<file path="src/rtl/clockport_pkg.sv">
// Shared state encodings and default sizing for the clockport latch sequencer.
package clockport_pkg;

    localparam int DEF_SYNC_STAGES = 2;
    localparam int DEF_LE_CYCLES   = 2;
    localparam int DEF_ADDR_W      = 4;

    typedef enum logic [1:0] {
        W_IDLE = 2'd0,
        W_OPEN = 2'd1,
        W_FULL = 2'd2
    } w_state_t;

    typedef enum logic [1:0] {
        R_IDLE = 2'd0,
        R_LOAD = 2'd1,
        R_PEND = 2'd2
    } r_state_t;

endpackage

</file>
<file path="src/rtl/cp_sync_edge.sv">
// N-stage synchroniser for an asynchronous strobe, preset to 1 (inactive),
// with one extra flop behind the last stage for rise/fall detection.
module cp_sync_edge #(
    parameter int STAGES = 2
) (
    input  logic clk,
    input  logic rst,
    input  logic d,
    output logic q,
    output logic rise,
    output logic fall
);

    logic [STAGES-1:0] sync_reg;
    logic              prev_reg;

    always_ff @(posedge clk) begin
        if (rst) begin
            sync_reg <= '1;
            prev_reg <= 1'b1;
        end else begin
            sync_reg <= {sync_reg[STAGES-2:0], d};
            prev_reg <= sync_reg[STAGES-1];
        end
    end

    assign q    = sync_reg[STAGES-1];
    assign rise = sync_reg[STAGES-1] & ~prev_reg;
    assign fall = ~sync_reg[STAGES-1] & prev_reg;

endmodule

</file>
<file path="src/rtl/clockport_latch_seq.sv">
// Sequences the Amiga->Pi write latch and Pi->Amiga read latch from
// synchronised clockport strobes; all outputs come straight from flops.
module clockport_latch_seq
    import clockport_pkg::*;
#(
    parameter int SYNC_STAGES = DEF_SYNC_STAGES,
    parameter int LE_CYCLES   = DEF_LE_CYCLES,
    parameter int ADDR_W      = DEF_ADDR_W
) (
    input  logic              clk,
    input  logic              rst,
    input  logic              cp_cs_n,
    input  logic              cp_rd_n,
    input  logic              cp_wr_n,
    input  logic [ADDR_W-1:0] cp_addr,
    input  logic              pi_rd,
    input  logic              pi_ack,
    input  logic              pi_load,
    output logic              wr_le,
    output logic              wr_oe_n,
    output logic              rd_le,
    output logic              rd_oe_n,
    output logic              pi_req,
    output logic [ADDR_W-1:0] addr_q,
    output logic              rd_valid,
    output logic              overrun
);

    localparam int            CW       = (LE_CYCLES > 1) ? $clog2(LE_CYCLES) : 1;
    localparam logic [CW-1:0] CNT_LAST = CW'(LE_CYCLES - 1);

    // Index 0 = cs, 1 = rd, 2 = wr (all active low)
    logic [2:0] raw_n, q_n, rise_n, fall_n, prev_n;
    assign raw_n = {cp_wr_n, cp_rd_n, cp_cs_n};

    genvar gi;
    generate
        for (gi = 0; gi < 3; gi++) begin : g_sync
            cp_sync_edge #(.STAGES(SYNC_STAGES)) u_sync (
                .clk  (clk),
                .rst  (rst),
                .d    (raw_n[gi]),
                .q    (q_n[gi]),
                .rise (rise_n[gi]),
                .fall (fall_n[gi])
            );
        end
    endgenerate

    // Any edge on a line means the delayed flop holds the opposite level.
    assign prev_n = q_n ^ (rise_n | fall_n);

    logic wr_s, rd_s, wr_p, rd_p, wr_eff, rd_eff, wr_eff_p, rd_eff_p, wr_rise, rd_fall;
    assign wr_s     = ~q_n[0] & ~q_n[2];
    assign rd_s     = ~q_n[0] & ~q_n[1];
    assign wr_p     = ~prev_n[0] & ~prev_n[2];
    assign rd_p     = ~prev_n[0] & ~prev_n[1];
    // Simultaneous read and write is treated as no access on either path.
    assign wr_eff   = wr_s & ~rd_s;
    assign rd_eff   = rd_s & ~wr_s;
    assign wr_eff_p = wr_p & ~rd_p;
    assign rd_eff_p = rd_p & ~wr_p;
    assign wr_rise  = wr_eff & ~wr_eff_p;
    assign rd_fall  = ~rd_eff & rd_eff_p;

    w_state_t          w_state_reg, w_state_next;
    logic [CW-1:0]     w_cnt_reg, w_cnt_next;
    logic              wr_le_reg, wr_le_next, wr_oe_n_reg, wr_oe_n_next;
    logic              pi_req_reg, pi_req_next, overrun_reg, overrun_next;
    logic [ADDR_W-1:0] addr_reg, addr_next;
    r_state_t          r_state_reg, r_state_next;
    logic [CW-1:0]     r_cnt_reg, r_cnt_next;
    logic              rd_le_reg, rd_le_next, rd_oe_n_reg, rd_oe_n_next;
    logic              rd_valid_reg, rd_valid_next;

    always_ff @(posedge clk) begin
        if (rst) begin
            w_state_reg  <= W_IDLE;
            w_cnt_reg    <= '0;
            wr_le_reg    <= 1'b0;
            wr_oe_n_reg  <= 1'b1;
            pi_req_reg   <= 1'b0;
            overrun_reg  <= 1'b0;
            addr_reg     <= '0;
            r_state_reg  <= R_IDLE;
            r_cnt_reg    <= '0;
            rd_le_reg    <= 1'b0;
            rd_oe_n_reg  <= 1'b1;
            rd_valid_reg <= 1'b0;
        end else begin
            w_state_reg  <= w_state_next;
            w_cnt_reg    <= w_cnt_next;
            wr_le_reg    <= wr_le_next;
            wr_oe_n_reg  <= wr_oe_n_next;
            pi_req_reg   <= pi_req_next;
            overrun_reg  <= overrun_next;
            addr_reg     <= addr_next;
            r_state_reg  <= r_state_next;
            r_cnt_reg    <= r_cnt_next;
            rd_le_reg    <= rd_le_next;
            rd_oe_n_reg  <= rd_oe_n_next;
            rd_valid_reg <= rd_valid_next;
        end
    end

    always_comb begin
        w_state_next = w_state_reg;
        w_cnt_next   = w_cnt_reg;
        wr_le_next   = wr_le_reg;
        wr_oe_n_next = wr_oe_n_reg;
        pi_req_next  = pi_req_reg;
        addr_next    = addr_reg;
        overrun_next = overrun_reg | (wr_rise & (w_state_reg != W_IDLE));
        case (w_state_reg)
            W_IDLE: begin
                if (wr_rise && !pi_req_reg) begin
                    w_state_next = W_OPEN;
                    w_cnt_next   = '0;
                    wr_le_next   = 1'b1;
                    addr_next    = cp_addr;
                end
            end
            W_OPEN: begin
                if (w_cnt_reg == CNT_LAST) begin
                    wr_le_next   = 1'b0;
                    pi_req_next  = 1'b1;
                    w_state_next = W_FULL;
                end else begin
                    w_cnt_next = w_cnt_reg + 1'b1;
                end
            end
            W_FULL: begin
                if (pi_ack) begin
                    pi_req_next  = 1'b0;
                    wr_oe_n_next = 1'b1;
                    w_state_next = W_IDLE;
                end else begin
                    wr_oe_n_next = ~pi_rd;
                end
            end
            default: w_state_next = W_IDLE;
        endcase
    end

    always_comb begin
        r_state_next  = r_state_reg;
        r_cnt_next    = r_cnt_reg;
        rd_le_next    = rd_le_reg;
        rd_oe_n_next  = ~rd_eff;
        rd_valid_next = rd_fall ? 1'b0 : rd_valid_reg;
        case (r_state_reg)
            R_IDLE: begin
                if (pi_load) begin
                    if (rd_s) begin
                        r_state_next = R_PEND;
                    end else begin
                        r_state_next = R_LOAD;
                        r_cnt_next   = '0;
                        rd_le_next   = 1'b1;
                    end
                end
            end
            R_LOAD: begin
                if (r_cnt_reg == CNT_LAST) begin
                    rd_le_next    = 1'b0;
                    rd_valid_next = 1'b1;
                    r_state_next  = R_IDLE;
                end else begin
                    r_cnt_next = r_cnt_reg + 1'b1;
                end
            end
            R_PEND: begin
                // Hold off the load until the Amiga has released the bus.
                if (!rd_s) begin
                    r_state_next = R_LOAD;
                    r_cnt_next   = '0;
                    rd_le_next   = 1'b1;
                end
            end
            default: r_state_next = R_IDLE;
        endcase
    end

    assign wr_le    = wr_le_reg;
    assign wr_oe_n  = wr_oe_n_reg;
    assign rd_le    = rd_le_reg;
    assign rd_oe_n  = rd_oe_n_reg;
    assign pi_req   = pi_req_reg;
    assign addr_q   = addr_reg;
    assign rd_valid = rd_valid_reg;
    assign overrun  = overrun_reg;

endmodule

</file>
<file path="config.mk">
export PLATFORM = sky130hd
export DESIGN_NAME = clockport_latch_seq
export DESIGN_NICKNAME = d
export VERILOG_FILES = /design/src/rtl/clockport_pkg.sv /design/src/rtl/cp_sync_edge.sv /design/src/rtl/clockport_latch_seq.sv
export SDC_FILE = /design/constraint.sdc
export NUM_CORES = 1
export LEC_CHECK = 0
export CAP_MARGIN = 20
export CORE_UTILIZATION = 44
export DETAILED_ROUTE_END_ITERATION = 16
export GPL_TIMING_DRIVEN = 1
export PLACE_DENSITY_LB_ADDON = 0.3
export SLEW_MARGIN = 20
export SYNTH_ARGS = -nofsm -noshare
export SYNTH_HDL_FRONTEND = slang
export SYNTH_HIERARCHICAL = 1
export SYNTH_SLANG_ARGS = --single-unit
export TNS_END_PERCENT = 30
</file>
<file path="constraint.sdc">
create_clock -name clk -period 2.14 [get_ports clk]
set_input_delay 0.214 -clock clk [delete_from_list [all_inputs] [get_ports clk]]
set_output_delay 0.214 -clock clk [all_outputs]
set_load 0.03 [all_outputs]
</file>
; ---- Yosys cells after proc, flatten, opt, wreduce, memory -nomap -nowiden
; Cells that the tools add are included.
[word_totals]
ff_bits = 26
output_inout_bits = 11
ramBits = 0
latch_bits = 0
input_bits = 12
romBits = 0
word_cells = 112
n_memories = 0
[op_classes]
shifts = 0
div = 0
n_bitwise = 36
add_sub_neg = 2
n_lt_le_gt_ge = 0
reduce_logical = 16
eq_ne = 10
n_mul = 0
muxes = 30
[op_table]
columns = cell, count
row1 = $and 1x1->1, 17
row2 = $mux 1, 16
row3 = $not 1->1, 16
row4 = $reduce_and 3->1, 5
row5 = $mux 2, 7
row6 = $ne 2x2->1 const B, 6
row7 = $pmux 2 s3, 2
row8 = $pmux 1 s2, 3
row9 = $pmux 1 s3, 2
row10 = $reduce_and 2->1, 3
row11 = $reduce_bool 2->1, 3
row12 = $eq 2x1->1 const B, 2
row13 = $eq 2x2->1 const B, 2
row14 = $logic_not 2->1, 2
row15 = $or 3x3->3, 1
row16 = $reduce_bool 3->1, 1
row17 = $xor 3x3->3, 1
row18 = $add 1x1->1 const B, 2
row19 = $logic_and 1x1->1, 1
row20 = $logic_not 1->1, 1
row21 = $or 1x1->1, 1

; ---- Longest topological paths before layout
[logic_depth]
depth_word = 13
ltp_mapped = 5
depth_no_buf = 4

; ---- By module
; The synthesis kept the hierarchy.
[modules_own_cells]
columns = module, area_each_um2, cells_per_inst, seq_area_each_um2, instances
row1 = clockport_latch_seq, 802.0, 88, 340.3, 1
row2 = cp_sync_edge, 92.6, 8, 60.1, 3

; ---- Worst setup path before layout
; No wires, ideal clock.
[synth_timing]
path_type = flip-flop to flip-flop
startpoint = register g_sync[0].u_sync.sync_reg[1]
endpoint = register addr_reg[0] (netlist: addr_q[0])
path_slack_ns = 0.474
arrival_ns = 1.548
n_path_buf = 1
synth_period_minus_slack_ns = 1.666
setup_ns = 0.118
t_required_ns = 2.022
stages_incl_launch_ff = 6
cell_sequence = dfxtp_1 > and2b_1 > or4_4 > o211a_1 > buf_6 > mux2i_1
[synth_between]
elab_chain_cells = 12
elab_cells_between_ends = 18
classes_between = 16 x bitwise / 2 x reduce/logical
[synth_rtl]
columns = item, line
row1 = start: declaration, cp_sync_edge.sv:14  ; logic [STAGES-1:0] sync_reg;
row2 = start signal: assignment, cp_sync_edge.sv:22  ; sync_reg <= {sync_reg[STAGES-2:0], d};
row3 = $not 1->1 *, cp_sync_edge.sv:29  ; assign fall = ~sync_reg[STAGES-1] & prev_reg;
row4 = $and 1x1->1 *, cp_sync_edge.sv:29
row5 = named net fall_n[0], clockport_latch_seq.sv:33  ; logic [2:0] raw_n, q_n, rise_n, fall_n, prev_n;
row6 = $or 3x3->3 *, clockport_latch_seq.sv:51  ; assign prev_n = q_n ^ (rise_n | fall_n);
row7 = $xor 3x3->3 *, clockport_latch_seq.sv:51
row8 = $not 1->1 *, "clockport_latch_seq.sv:56, clockport_latch_seq.sv:57"
row9 = $and 1x1->1, clockport_latch_seq.sv:57  ; assign rd_p = ~prev_n[0] & ~prev_n[1];
row10 = $not 1->1, clockport_latch_seq.sv:61  ; assign wr_eff_p = wr_p & ~rd_p;
row11 = $and 1x1->1 *, clockport_latch_seq.sv:61
row12 = $not 1->1 *, clockport_latch_seq.sv:63  ; assign wr_rise = wr_eff & ~wr_eff_p;
row13 = $and 1x1->1 *, clockport_latch_seq.sv:63
row14 = $logic_and 1x1->1 *, clockport_latch_seq.sv:116  ; if (wr_rise && !pi_req_reg) begin
row15 = $reduce_and 2->1 (no line) *, -
row16 = end signal: assignment, clockport_latch_seq.sv:97  ; addr_reg <= addr_next;
row17 = end: declaration, clockport_latch_seq.sv:70  ; logic [ADDR_W-1:0] addr_reg, addr_next;
; Mark *: on every way through the listed nets, which the timed path passes. The rest lies on a longest branch.
; A chain may end at the register's enable or synchronous reset.

; ---- Worst setup path after layout
; Ends and elaborated chain as after synthesis.

==> impl_summary.md <==
Setup path
The critical path goes through and2b_1 -> or4_4 -> o211a_1 -> mux2i_1. At the worst endpoint, the arrival time is 2.00 ns. The path type of the worst setup path is flop to flop. The combined buffer and inverter count along the critical path is 0. The worst setup path is captured at a flop.

The worst-path cell with the longest stage delay is sky130_fd_sc_hd__or4_4. The worst path required time is 2.36 ns. The delay contributed by the slowest stage of the critical path is 0.54 ns. The category of the worst setup path launch point is a flop. The family of cells with the greatest summed delay on the critical path is simple AND/OR/NAND/NOR gates. The minimum setup slack among reg-to-reg paths is 0.36 ns. The maximum fanout along the worst path is 7.

Cells and area
The filler cells instantiated in the layout total 214. At the end of the flow, the number of nets in the layout was 147. From synthesis to final layout, the design area changed by 26.8%. The register cell area after layout is 520 um^2.

The area of the multi-input gates is 526 um^2. The number of antenna diodes in the final layout is 0. The flip-flop count of the largest register after layout is 6.

The commonest non-fill, non-tap cell in the layout is sky130_fd_sc_hd__dfxtp_1. In the layout the commonest cells are sky130_fd_sc_hd__dfxtp_1, sky130_fd_sc_hd__clkdlybuf4s50_1, sky130_fd_sc_hd__nand2b_1. The proportion of layout cells with a drive suffix above 1 is 8.96%.

Synthesis
The count of distinct cell types in the synthesized netlist is 30. Synthesis handed over a netlist of 112 instances. The share of synthesized flip-flops with an asynchronous set or reset is 0%. The number of warnings reported in the yosys synthesis log is 6. The area share of the largest cell type after synthesis is 48.2%.

Yosys mapped a number of flops with a built-in enable equal to 0. The number of nets handed over by synthesis was 124. After synthesis, flip-flops and latches occupy 48.2% of the total area. The combined area of all synthesized cells is 1080 um^2.

The mean post-synth cell area is 9.64 um^2. After synthesis the netlist holds a flip-flop and latch count of 26. Yosys attributes the largest share of cell area to sky130_fd_sc_hd__dfxtp_1, sky130_fd_sc_hd__nand2b_1, sky130_fd_sc_hd__or2_1. The top flip-flop cell by instance count after synthesis is sky130_fd_sc_hd__dfxtp_1. The synthesized design spends more area on one cell type than any other, namely sky130_fd_sc_hd__dfxtp_1.

Clocking
The level count of the clock H-tree is 1. The TritonCTS sink count is 26. After clock tree synthesis, the clock-pin slew on the worst setup and hold paths is 0.14 ns. The total clock buffers created by CTS is 3.

Counting along the longest clock path gives a buffer depth of 2. The clock latency on the worst-skew pair is 0.32 ns. After clock tree synthesis, the setup repair step added 0 buffers. The number of hold buffers added after CTS was 0.

The clock tree from TritonCTS is built. Gates resized during post-CTS repair numbered 0. The clock root buffer is sky130_fd_sc_hd__clkbuf_4.

Placement
Input and output buffers added on the ports amount to 22. The weighted congestion reported at the end of routability-driven placement is 0.690. The placed wire-length estimate is 1360 um.

Global route
The total overflow reported by the global router is 0. The first global-routing pass estimated 3090 um of wire. The number of global-route vias before repair is 803. The pin count of the biggest net entering global routing is 27. The total routing resource utilization after global routing is 15.8%. The number of antenna violations at the first check in global routing is 0.

Power and ir drop
The power dissipated by switching net loads is 0.000186 W. The internal portion of the total power is 0.000737 W. IR analysis of the VDD net gives a maximum drop of 0.000419 V.

For this design the static power due to leakage is 0.504 nW. The clock share of power is 35.9%. Power spread over the standard cell area amounts to 675 nW/um^2. After layout, the design draws a total of 0.000923 W.

The portion of total power attributed to sequential cells is 55.1%. Of the total power, the share spent switching nets is 20.2%. The combinational power share is 9.0%.

Floorplanning
In this run the vertical extent of the chip is 51.5 um. The width of the chip is 51.5 um. The die covers 2660 um^2. The effective utilization at floorplan is 47.9%. In this run the count of I/O pins placed on the die edge is 23. The core area is 2250 um^2.

The placement row count is 17.

Timing
The final clock skew is 0.00566 ns. The max-slew violation total from the final report is 0. The worst slew margin relative to its limit is 75.3%. At the pin with the least slew margin, the transition time is 0.370 ns. Setup repair after global routing left no endpoint under its margin. The count of final hold-check violations is 0. Hold timing on the final database bottoms out at a slack of 0.424 ns. Of the available clock period, the critical path in the final layout requires 83.3%. The final sum of negative setup slack is 0 ns. After layout, the minimum clock period comes to 1.78 ns. Based on the critical path, the design can be clocked at up to 561 MHz.

Setup violations remaining at the end of the flow were counted as 0.

Routing
The mean number of vias per cell is 5.13. In the routed design, unresolved DRC markers number 0. Dividing the detail-routed wire length by the instance count gives 11.5 um. The total wire length after detailed routing is 1870 um. Detailed routing inserted a total of 831 vias. The remaining antenna violation count after routing is 0. The first TritonRoute pass finished after 4 iterations. After the first detailed-routing iteration, the DRC count stood at 6.

Outcome
The run finished with clean final reports.

Min path
The tightest min-delay check is of the flop to flop type.

Run
The tool flagged a number of max-cap violations equal to 0.
==> stage by stage <==
step,utilization (%),setup slack (ns),area [um^2],cells
after detailed placement,58.4,0.370,1320,158
after floorplan,-,0.474,1080,112
after global routing,60.7,0.235,1370,162
final,60.7,0.358,1370,162
after CTS,60.7,0.339,1370,162
after global placement,58.4,0.420,1320,158
==> path summary, 6_finish.rpt <==
| check | start | to | cells after the start |
|---|---|---|---|
| worst max-delay path | g_sync[0].u_sync/sync_reg[1] | addr_q[0] | 4 |
| worst min-delay path | g_sync[1].u_sync/sync_reg[0] | g_sync[1].u_sync/sync_reg[1] | 1 |
| worst max register to register | g_sync[0].u_sync/sync_reg[1] | addr_q[0] | 4 |
| worst min register to register | g_sync[1].u_sync/sync_reg[0] | g_sync[1].u_sync/sync_reg[1] | 1 |
==> Yosys cell counts, types with 2 or more instances <==
cell type and n:
sky130_fd_sc_hd__o21ba_2 2, sky130_fd_sc_hd__clkbuf_1 4, sky130_fd_sc_hd__a21oi_1 8, sky130_fd_sc_hd__nand2_1 2
sky130_fd_sc_hd__mux2i_1 4, sky130_fd_sc_hd__or2_1 9, sky130_fd_sc_hd__nor2_1 6, sky130_fd_sc_hd__nor3b_1 4
sky130_fd_sc_hd__inv_1 2, sky130_fd_sc_hd__dfxtp_1 26, sky130_fd_sc_hd__nor2b_1 6, sky130_fd_sc_hd__o21bai_1 2
sky130_fd_sc_hd__o211ai_1 3, sky130_fd_sc_hd__nand2b_1 11, sky130_fd_sc_hd__nand3b_1 2, sky130_fd_sc_hd__and2b_1 3
sky130_fd_sc_hd__o21ai_0 3, sky130_fd_sc_hd__or2_2 3
==> kinds of logic (layout without fill, tap and decap cells) <==
family	Yosys count	in the layout	share of synthesized area, %
AOI/OAI and AO/OA	23	23	14.5
and+or+nand+nor	52	52	30.5
muxes	4	4	3.71
DFF	26	26	48.2
buffers and inverters	7	29	3.13
==> layer usage <==
| metal | part of all wire, % | GRT usage [%] | vias to the layer above |
|---|---|---|---|
| met5 | 0 | 0 | - |
| met4 | 0.75 | 8.11 | 0 |
| met3 | 3.6 | 2.63 | 2 |
| met2 | 51 | 30.7 | 17 |
| met1 | 45 | 15.6 | 387 |
| li1 | - | - | 425 |
==> area by class of cell <==
| class | instances | area share, % |
|---|---|---|
| Clock buffer | 3 | 1.65 |
| Tap cell | 28 | 2.56 |
| Sequential cell | 26 | 38.0 |
| Inverter | 2 | 0.548 |
| Multi-Input combinational cell | 79 | 38.4 |
| Timing Repair Buffer | 23 | 16.6 |
| Clock inverter | 1 | 2.19 |
==> power by group through the flow <==
| stage | registers [W] | logic (W) | clock network, W |
|---|---|---|---|
| floorplan | 0.000523 | 0.0000416 | 0 |
| finish | 0.000509 | 0.0000835 | 0.000331 |
| CTS | 0.000509 | 0.0000847 | 0.000334 |
| global route | 0.000512 | 0.0000911 | 0.000355 |
| global placement | 0.000518 | 0.0000823 | 0 |
| detailed placement | 0.000519 | 0.0000844 | 0 |
(Power assumes the default switching activity.)
